==> config.mk <==
export PLATFORM = sky130hd
export DESIGN_NAME = lif_neuron_accum_flat
export DESIGN_NICKNAME = d
export VERILOG_FILES = /design/src/rtl/snn_pkg.sv /design/src/rtl/lif_neuron_accum_if.sv /design/src/rtl/sat_add.sv /design/src/rtl/lif_neuron_accum.sv /design/src/flat_wrapper.sv
export SDC_FILE = /design/constraint.sdc
export NUM_CORES = 1
export LEC_CHECK = 0
export ABC_AREA = 1
export CORE_MARGIN = 2
export CORE_UTILIZATION = 40
export CTS_CLUSTER_DIAMETER = 120
export DETAILED_ROUTE_END_ITERATION = 12
export GPL_ROUTABILITY_DRIVEN = 0
export HOLD_SLACK_MARGIN = 0.06
export PLACE_DENSITY = 0.62
export REMOVE_ABC_BUFFERS = 1
export SYNTH_ARGS = -nofsm -noshare
export SYNTH_HDL_FRONTEND = slang
export SYNTH_HIERARCHICAL = 1
export SYNTH_SLANG_ARGS = --single-unit
==> constraint.sdc <==
create_clock -name clk -period 4.16 [get_ports clk]
set_input_delay 1.04 -clock clk [delete_from_list [all_inputs] [get_ports clk]]
set_output_delay 1.04 -clock clk [all_outputs]
set_load 0.02 [all_outputs]
==> src/rtl/snn_pkg.sv <==
// ============================================================================
//  Module      : snn_pkg
//  Description : Shared SNN types and constants (LIF state encoding,
//                default membrane width, saturation bounds).
//  Revision    : 1.0 - initial release
// ============================================================================
`default_nettype none

package snn_pkg;

  typedef enum logic [2:0] {
    LIF_ACCUM   = 3'd0,
    LIF_LEAK    = 3'd1,
    LIF_EVAL    = 3'd2,
    LIF_FIRE    = 3'd3,
    LIF_REFRACT = 3'd4
  } lif_state_t;

  localparam int DEFAULT_MEM_WIDTH = 16;

  localparam logic signed [DEFAULT_MEM_WIDTH-1:0] SAT_MAX_DEFAULT =
    {1'b0, {(DEFAULT_MEM_WIDTH-1){1'b1}}};
  localparam logic signed [DEFAULT_MEM_WIDTH-1:0] SAT_MIN_DEFAULT =
    {1'b1, {(DEFAULT_MEM_WIDTH-1){1'b0}}};

endpackage

`default_nettype wire

==> src/rtl/lif_neuron_accum_if.sv <==
// ============================================================================
//  Module      : lif_neuron_accum_if
//  Description : Weight stream, fetch strobe, spike handshake and status bus
//                of the LIF neuron stage.
//  Revision    : 1.0 - initial release
// ============================================================================
`default_nettype none

interface lif_neuron_accum_if #(
  parameter int DATA_WIDTH = 8,
  parameter int MEM_WIDTH  = 16,
  parameter int ADDR_WIDTH = 14
);

  logic                  i_weight_valid;
  logic [DATA_WIDTH-1:0] i_weight_data;
  logic                  i_fetch_done;
  logic                  o_spike_valid;
  logic                  i_spike_ready;
  logic [ADDR_WIDTH-1:0] o_spike_addr;
  logic [MEM_WIDTH-1:0]  o_membrane;
  logic                  o_update_done;
  logic                  o_drop;
  logic                  o_busy;

  modport master (
    output i_weight_valid, i_weight_data, i_fetch_done, i_spike_ready,
    input  o_spike_valid, o_spike_addr, o_membrane, o_update_done, o_drop, o_busy
  );

  modport slave (
    input  i_weight_valid, i_weight_data, i_fetch_done, i_spike_ready,
    output o_spike_valid, o_spike_addr, o_membrane, o_update_done, o_drop, o_busy
  );

endinterface

`default_nettype wire

==> src/rtl/sat_add.sv <==
// ============================================================================
//  Module      : sat_add
//  Description : Signed combinational adder clamped to the representable range.
//  Revision    : 1.0 - initial release
// ============================================================================
`default_nettype none

module sat_add #(
  parameter int WIDTH = 16
) (
  input  wire logic signed [WIDTH-1:0] a,
  input  wire logic signed [WIDTH-1:0] b,
  output logic signed      [WIDTH-1:0] sum_sat
);

  localparam logic signed [WIDTH-1:0] SAT_MAX = {1'b0, {(WIDTH-1){1'b1}}};
  localparam logic signed [WIDTH-1:0] SAT_MIN = {1'b1, {(WIDTH-1){1'b0}}};

  logic [WIDTH:0] w_sum;

  assign w_sum = {a[WIDTH-1], a} + {b[WIDTH-1], b};

  // Overflow shows up as disagreement between the guard bit and the MSB.
  always_comb begin
    sum_sat = w_sum[WIDTH-1:0];
    if (w_sum[WIDTH] != w_sum[WIDTH-1]) begin
      sum_sat = w_sum[WIDTH] ? SAT_MIN : SAT_MAX;
    end
  end

endmodule

`default_nettype wire

==> src/rtl/lif_neuron_accum.sv <==
// ============================================================================
//  Module      : lif_neuron_accum
//  Description : Leaky integrate-and-fire neuron: saturating accumulate, leak,
//                threshold, spike handshake and refractory hold.
//  Revision    : 1.0 - initial release
// ============================================================================
`default_nettype none

module lif_neuron_accum
  import snn_pkg::*;
#(
  parameter int DATA_WIDTH     = 8,
  parameter int MEM_WIDTH      = DEFAULT_MEM_WIDTH,
  parameter int ADDR_WIDTH     = 14,
  parameter int NEURON_ID      = 0,
  parameter int THRESHOLD      = 100,
  parameter int V_RESET        = 0,
  parameter int LEAK_SHIFT     = 3,
  parameter int REFRACT_CYCLES = 4
) (
  input wire logic          clk,
  input wire logic          rst_n,
  lif_neuron_accum_if.slave nif
);

  localparam int CNT_W = (REFRACT_CYCLES > 0) ? $clog2(REFRACT_CYCLES + 1) : 1;
  localparam bit REFRACT_EN = (REFRACT_CYCLES > 0);

  localparam logic signed [MEM_WIDTH-1:0] THR_VAL   = MEM_WIDTH'(THRESHOLD);
  localparam logic signed [MEM_WIDTH-1:0] V_RST_VAL = MEM_WIDTH'(V_RESET);
  localparam logic [ADDR_WIDTH-1:0]       SPIKE_ID  = ADDR_WIDTH'(NEURON_ID);
  localparam logic [CNT_W-1:0]            CNT_LOAD  = CNT_W'(REFRACT_CYCLES);

  lif_state_t                   r_state, w_state_next;
  logic signed [MEM_WIDTH-1:0]  r_membrane, w_mem_next;
  logic [CNT_W-1:0]             r_cnt, w_cnt_next;

  logic signed [MEM_WIDTH-1:0]  w_weight_ext;
  logic signed [MEM_WIDTH-1:0]  w_acc_sum;
  logic                         w_spike_valid;
  logic                         w_update_done;

  assign w_weight_ext = {{(MEM_WIDTH-DATA_WIDTH){nif.i_weight_data[DATA_WIDTH-1]}},
                         nif.i_weight_data};

  sat_add #(
    .WIDTH (MEM_WIDTH)
  ) u_sat_add (
    .a       (r_membrane),
    .b       (w_weight_ext),
    .sum_sat (w_acc_sum)
  );

  always_ff @(posedge clk or negedge rst_n) begin
    if (!rst_n) begin
      r_state    <= LIF_ACCUM;
      r_membrane <= '0;
      r_cnt      <= '0;
    end else begin
      r_state    <= w_state_next;
      r_membrane <= w_mem_next;
      r_cnt      <= w_cnt_next;
    end
  end

  always_comb begin
    w_state_next  = r_state;
    w_mem_next    = r_membrane;
    w_cnt_next    = r_cnt;
    w_spike_valid = 1'b0;
    w_update_done = 1'b0;

    case (r_state)
      LIF_ACCUM: begin
        // A beat coinciding with fetch_done is integrated before the leak.
        if (nif.i_weight_valid) begin
          w_mem_next = w_acc_sum;
        end
        if (nif.i_fetch_done) begin
          w_state_next = LIF_LEAK;
        end
      end
      LIF_LEAK: begin
        w_mem_next   = r_membrane - (r_membrane >>> LEAK_SHIFT);
        w_state_next = LIF_EVAL;
      end
      LIF_EVAL: begin
        if (r_membrane >= THR_VAL) begin
          w_state_next = LIF_FIRE;
        end else begin
          w_update_done = 1'b1;
          w_state_next  = LIF_ACCUM;
        end
      end
      LIF_FIRE: begin
        w_spike_valid = 1'b1;
        if (nif.i_spike_ready) begin
          w_mem_next = V_RST_VAL;
          if (REFRACT_EN) begin
            w_cnt_next   = CNT_LOAD;
            w_state_next = LIF_REFRACT;
          end else begin
            w_update_done = 1'b1;
            w_state_next  = LIF_ACCUM;
          end
        end
      end
      LIF_REFRACT: begin
        w_mem_next = V_RST_VAL;
        w_cnt_next = r_cnt - 1'b1;
        if (r_cnt <= CNT_W'(1)) begin
          w_cnt_next    = '0;
          w_update_done = 1'b1;
          w_state_next  = LIF_ACCUM;
        end
      end
      default: begin
        w_state_next = LIF_ACCUM;
        w_cnt_next   = '0;
      end
    endcase
  end

  // Outputs decode the asynchronously-reset state, so they clear with rst_n.
  assign nif.o_spike_valid = w_spike_valid;
  assign nif.o_spike_addr  = w_spike_valid ? SPIKE_ID : '0;
  assign nif.o_membrane    = r_membrane;
  assign nif.o_update_done = w_update_done;
  assign nif.o_drop        = nif.i_weight_valid && (r_state != LIF_ACCUM);
  assign nif.o_busy        = (r_state != LIF_ACCUM);

endmodule

`default_nettype wire

==> src/flat_wrapper.sv <==
// flat-port wrapper written by rule: the top's interface ports become plain ports
module lif_neuron_accum_flat import snn_pkg::*;
#(
  parameter int DATA_WIDTH     = 8,
  parameter int MEM_WIDTH      = DEFAULT_MEM_WIDTH,
  parameter int ADDR_WIDTH     = 14,
  parameter int NEURON_ID      = 0,
  parameter int THRESHOLD      = 100,
  parameter int V_RESET        = 0,
  parameter int LEAK_SHIFT     = 3,
  parameter int REFRACT_CYCLES = 4
)
  (clk, rst_n, nif_i_weight_valid, nif_i_weight_data, nif_i_fetch_done, nif_i_spike_ready, nif_o_spike_valid, nif_o_spike_addr, nif_o_membrane, nif_o_update_done, nif_o_drop, nif_o_busy);
  lif_neuron_accum_if #(.DATA_WIDTH(DATA_WIDTH), .MEM_WIDTH(MEM_WIDTH), .ADDR_WIDTH(ADDR_WIDTH)) nif_i ();
  input wire logic clk;
  input wire logic rst_n;
  input wire logic [$bits(nif_i.i_weight_valid)-1:0] nif_i_weight_valid;
  input wire logic [$bits(nif_i.i_weight_data)-1:0] nif_i_weight_data;
  input wire logic [$bits(nif_i.i_fetch_done)-1:0] nif_i_fetch_done;
  input wire logic [$bits(nif_i.i_spike_ready)-1:0] nif_i_spike_ready;
  output wire logic [$bits(nif_i.o_spike_valid)-1:0] nif_o_spike_valid;
  output wire logic [$bits(nif_i.o_spike_addr)-1:0] nif_o_spike_addr;
  output wire logic [$bits(nif_i.o_membrane)-1:0] nif_o_membrane;
  output wire logic [$bits(nif_i.o_update_done)-1:0] nif_o_update_done;
  output wire logic [$bits(nif_i.o_drop)-1:0] nif_o_drop;
  output wire logic [$bits(nif_i.o_busy)-1:0] nif_o_busy;
  assign nif_i.i_weight_valid = nif_i_weight_valid;
  assign nif_i.i_weight_data = nif_i_weight_data;
  assign nif_i.i_fetch_done = nif_i_fetch_done;
  assign nif_i.i_spike_ready = nif_i_spike_ready;
  assign nif_o_spike_valid = nif_i.o_spike_valid;
  assign nif_o_spike_addr = nif_i.o_spike_addr;
  assign nif_o_membrane = nif_i.o_membrane;
  assign nif_o_update_done = nif_i.o_update_done;
  assign nif_o_drop = nif_i.o_drop;
  assign nif_o_busy = nif_i.o_busy;
  lif_neuron_accum #(.DATA_WIDTH(DATA_WIDTH), .MEM_WIDTH(MEM_WIDTH), .ADDR_WIDTH(ADDR_WIDTH), .NEURON_ID(NEURON_ID), .THRESHOLD(THRESHOLD), .V_RESET(V_RESET), .LEAK_SHIFT(LEAK_SHIFT), .REFRACT_CYCLES(REFRACT_CYCLES)) u_core (.clk(clk), .rst_n(rst_n), .nif(nif_i));
endmodule
==> flow_summary.toml <==
[cts]
clk_pin_slew_worst_paths_ns = 0.09
postCtsSetupBuffers = 0
cts_root_buf = "clkbuf_8"
cts_tree = "done"
cts-resized-gates = 0
cts_made_buffers = 3
clk_latency_ns = 0.27
cts.sinks = 22
postCtsHoldBufs = 0
clockBufferDepth = 2
cts_max_level = 1

[yosys]
synth-adder-area-share = 0.138
synth_seq_area_share = 0.163
synth_cell_type_count = 40
ys_seq_elements = 22
synth_top_family_by_area = "simple AND/OR/NAND/NOR gates"
synthesis.area_sq_um = 3380
postSynthAreaPerCell_sq_um = 6.17
synth.mux.area_fraction = 0
synth_simple_gate_area_frac = 0.372
ys.warnings.count = 6
synth_xor_area_frac = 0.0259
netlist_instances = 548
synth_compound_area_frac = 0.138

[placed_design]
place_area_sq_um = 3710
dp_hpwl_mm = 7.00
io_buffers = 32

[detailed_routing]
wl_per_cell_um = 12.3
drt_iter0_drc = 198
vias_per_cell = 4.85
drt_wl_total_mm = 8.42
vias = 3310
first_pass_iters = 4
drt.antenna.violating_nets = 0
drc = 0

[layout]
drive_gt1_frac = 0.0711
nFillCells = 869
final_common_cell = "nand2_1"
area_growth_pct = 12.0
layout.cells.most_common_list = "nand2_1, inv_1, nand3_1, nor2_1"
fin_area_sq_um = 3780
n_antenna_cell = 0
final_nets = 627

[worst_setup_path]
cp_max_fo = 6
endpoint_kind = "output pin"
cp.arrival_ns = 2.48
crit_type = "register to output pin"
start_kind = "register"
cp.required_ns = 3.12

[floorplanning]
dieHeight_um = 95.9
core-area_sq_um = 8220
std_cell_rows = 33
io_pins = 47
initial_core_util = 0.411
die_w_um = 95.9
die_area_sq_um = 9200

[sta]
finalCriticalPeriod_ns = 3.52
fin_crit_sh = 0.846
fin_setup_tns_ns = 0
setup_viol = 0
final-hold-violation-count = 0
rsz0062_at_grt = "no"
max_slew_margin = 0.307
clock.fmax_ghz = 0.284
maxSlewViolCount = 0
worstMarginPinSlew_ns = 1.04
finalClockSkew_ns = 0.0130

[flow_run]
maxCapViolCount = 0

[run_status]
outcome = "finished clean"

[grt]
grt_pass1_wl_mm = 14.6
grt_pass1_vias = 3256
groute.usage.overall = 0.198
grt_max_degree = 30
grt.overflow.total = 0
antenna_found_initial = 0

[worst_hold_path]
hp-class = "register to register"
[worst paths after layout]
path	startpoint	end	slack (ns)	cells after the start
worst max-delay path	u_core/nif.o_membrane[15]	nif_o_update_done	0.64	9
worst min-delay path	u_core/r_cnt[2]	u_core/r_cnt[2]	0.56	2
worst max register to register	u_core/nif.o_membrane[1]	u_core/nif.o_membrane[8]	1.55	13
worst min register to register	u_core/r_cnt[2]	u_core/r_cnt[2]	0.56	2
max in group asynchronous	rst_n	u_core/nif.o_membrane[13]	2.19	1
min in group asynchronous	rst_n	u_core/r_state[2]	1.33	1
[through the flow]
stage / hold WS [ns] / instances / util / setup WS (ns)
after global routing: 0.582 / 682 / 0.461 / 0.477
after CTS: 0.548 / 682 / 0.461 / 0.603
after detailed placement: 0.535 / 678 / 0.452 / 0.473
after floorplan: 0.514 / 540 / - / 1.30
final: 0.555 / 682 / 0.461 / 0.642
after global placement: 0.531 / 678 / 0.452 / 0.565
[cell families (layout without fill, tap and decap cells)]
kind of cell	Yosys count	in the layout
simple gates	286	286
buf+inv	120	136
compound gates	73	73
fa+ha+maj	36	36
flops	22	22
xor+xnor	10	10
other cells	1	14
[critical path, cell delays in order, from the launching register on]
cell and delay (ns):
dfrtp_1 0.45, inv_1 0.21, ha_1 0.18, nand3_1 0.09
nor2_1 0.22, nand3_1 0.10, nand2_1 0.08, nand3_1 0.12
o22ai_1 0.15, clkdlybuf4s50_1 0.63
[final cells by class]
type                            instances  area [sq um]  area share
Inverter                               99           374      0.0988
Sequential cell                        22           551       0.145
Multi-Input combinational cell        419          2330       0.616
Clock inverter                          1          30.0     0.00793
Timing Repair Buffer                   33           328      0.0866
Clock buffer                            3          41.3      0.0109
Tap cell                              105           131      0.0347
[Yosys cell counts (all sizes together)]
cell     instances  share of area
a21boi           6          0.013
fa               2          0.012
o21ai           14          0.022
ha              34           0.13
conb             1         0.0011
buf             21          0.051
nand2          187           0.22
a21oi           38          0.061
xor2             7          0.018
o21a             1         0.0022
inv             99           0.11
and2             1         0.0019
xnor2            3         0.0078
nor3             7          0.017
nand4            6          0.013
o22ai            2         0.0037
a2bb2oi          1         0.0026
nor2            35          0.039
o21bai           4         0.0089
or2              3         0.0056
nand3b           6          0.013
a22oi            7          0.024
dfrtp           22           0.16
nand3           41          0.062
[sequential cells by signal, indices dropped and copies added (netlist names)]
signal,cells
u_core/r_state,3
u_core/r_cnt,3
u_core/nif.o_membrane,16
[routing by layer]
layer / vias up / GRT usage / wire length (um)
li1: 1764 / - / -
met1: 1467 / 0.267 / 4090
met2: 66 / 0.336 / 3880
met3: 13 / 0.0117 / 272
met4: 0 / 0.0643 / 179
met5: - / 0 / 0
Power is not shown: default switching activity piles up to over one toggle a cycle in this logic, so the estimate is an artifact.
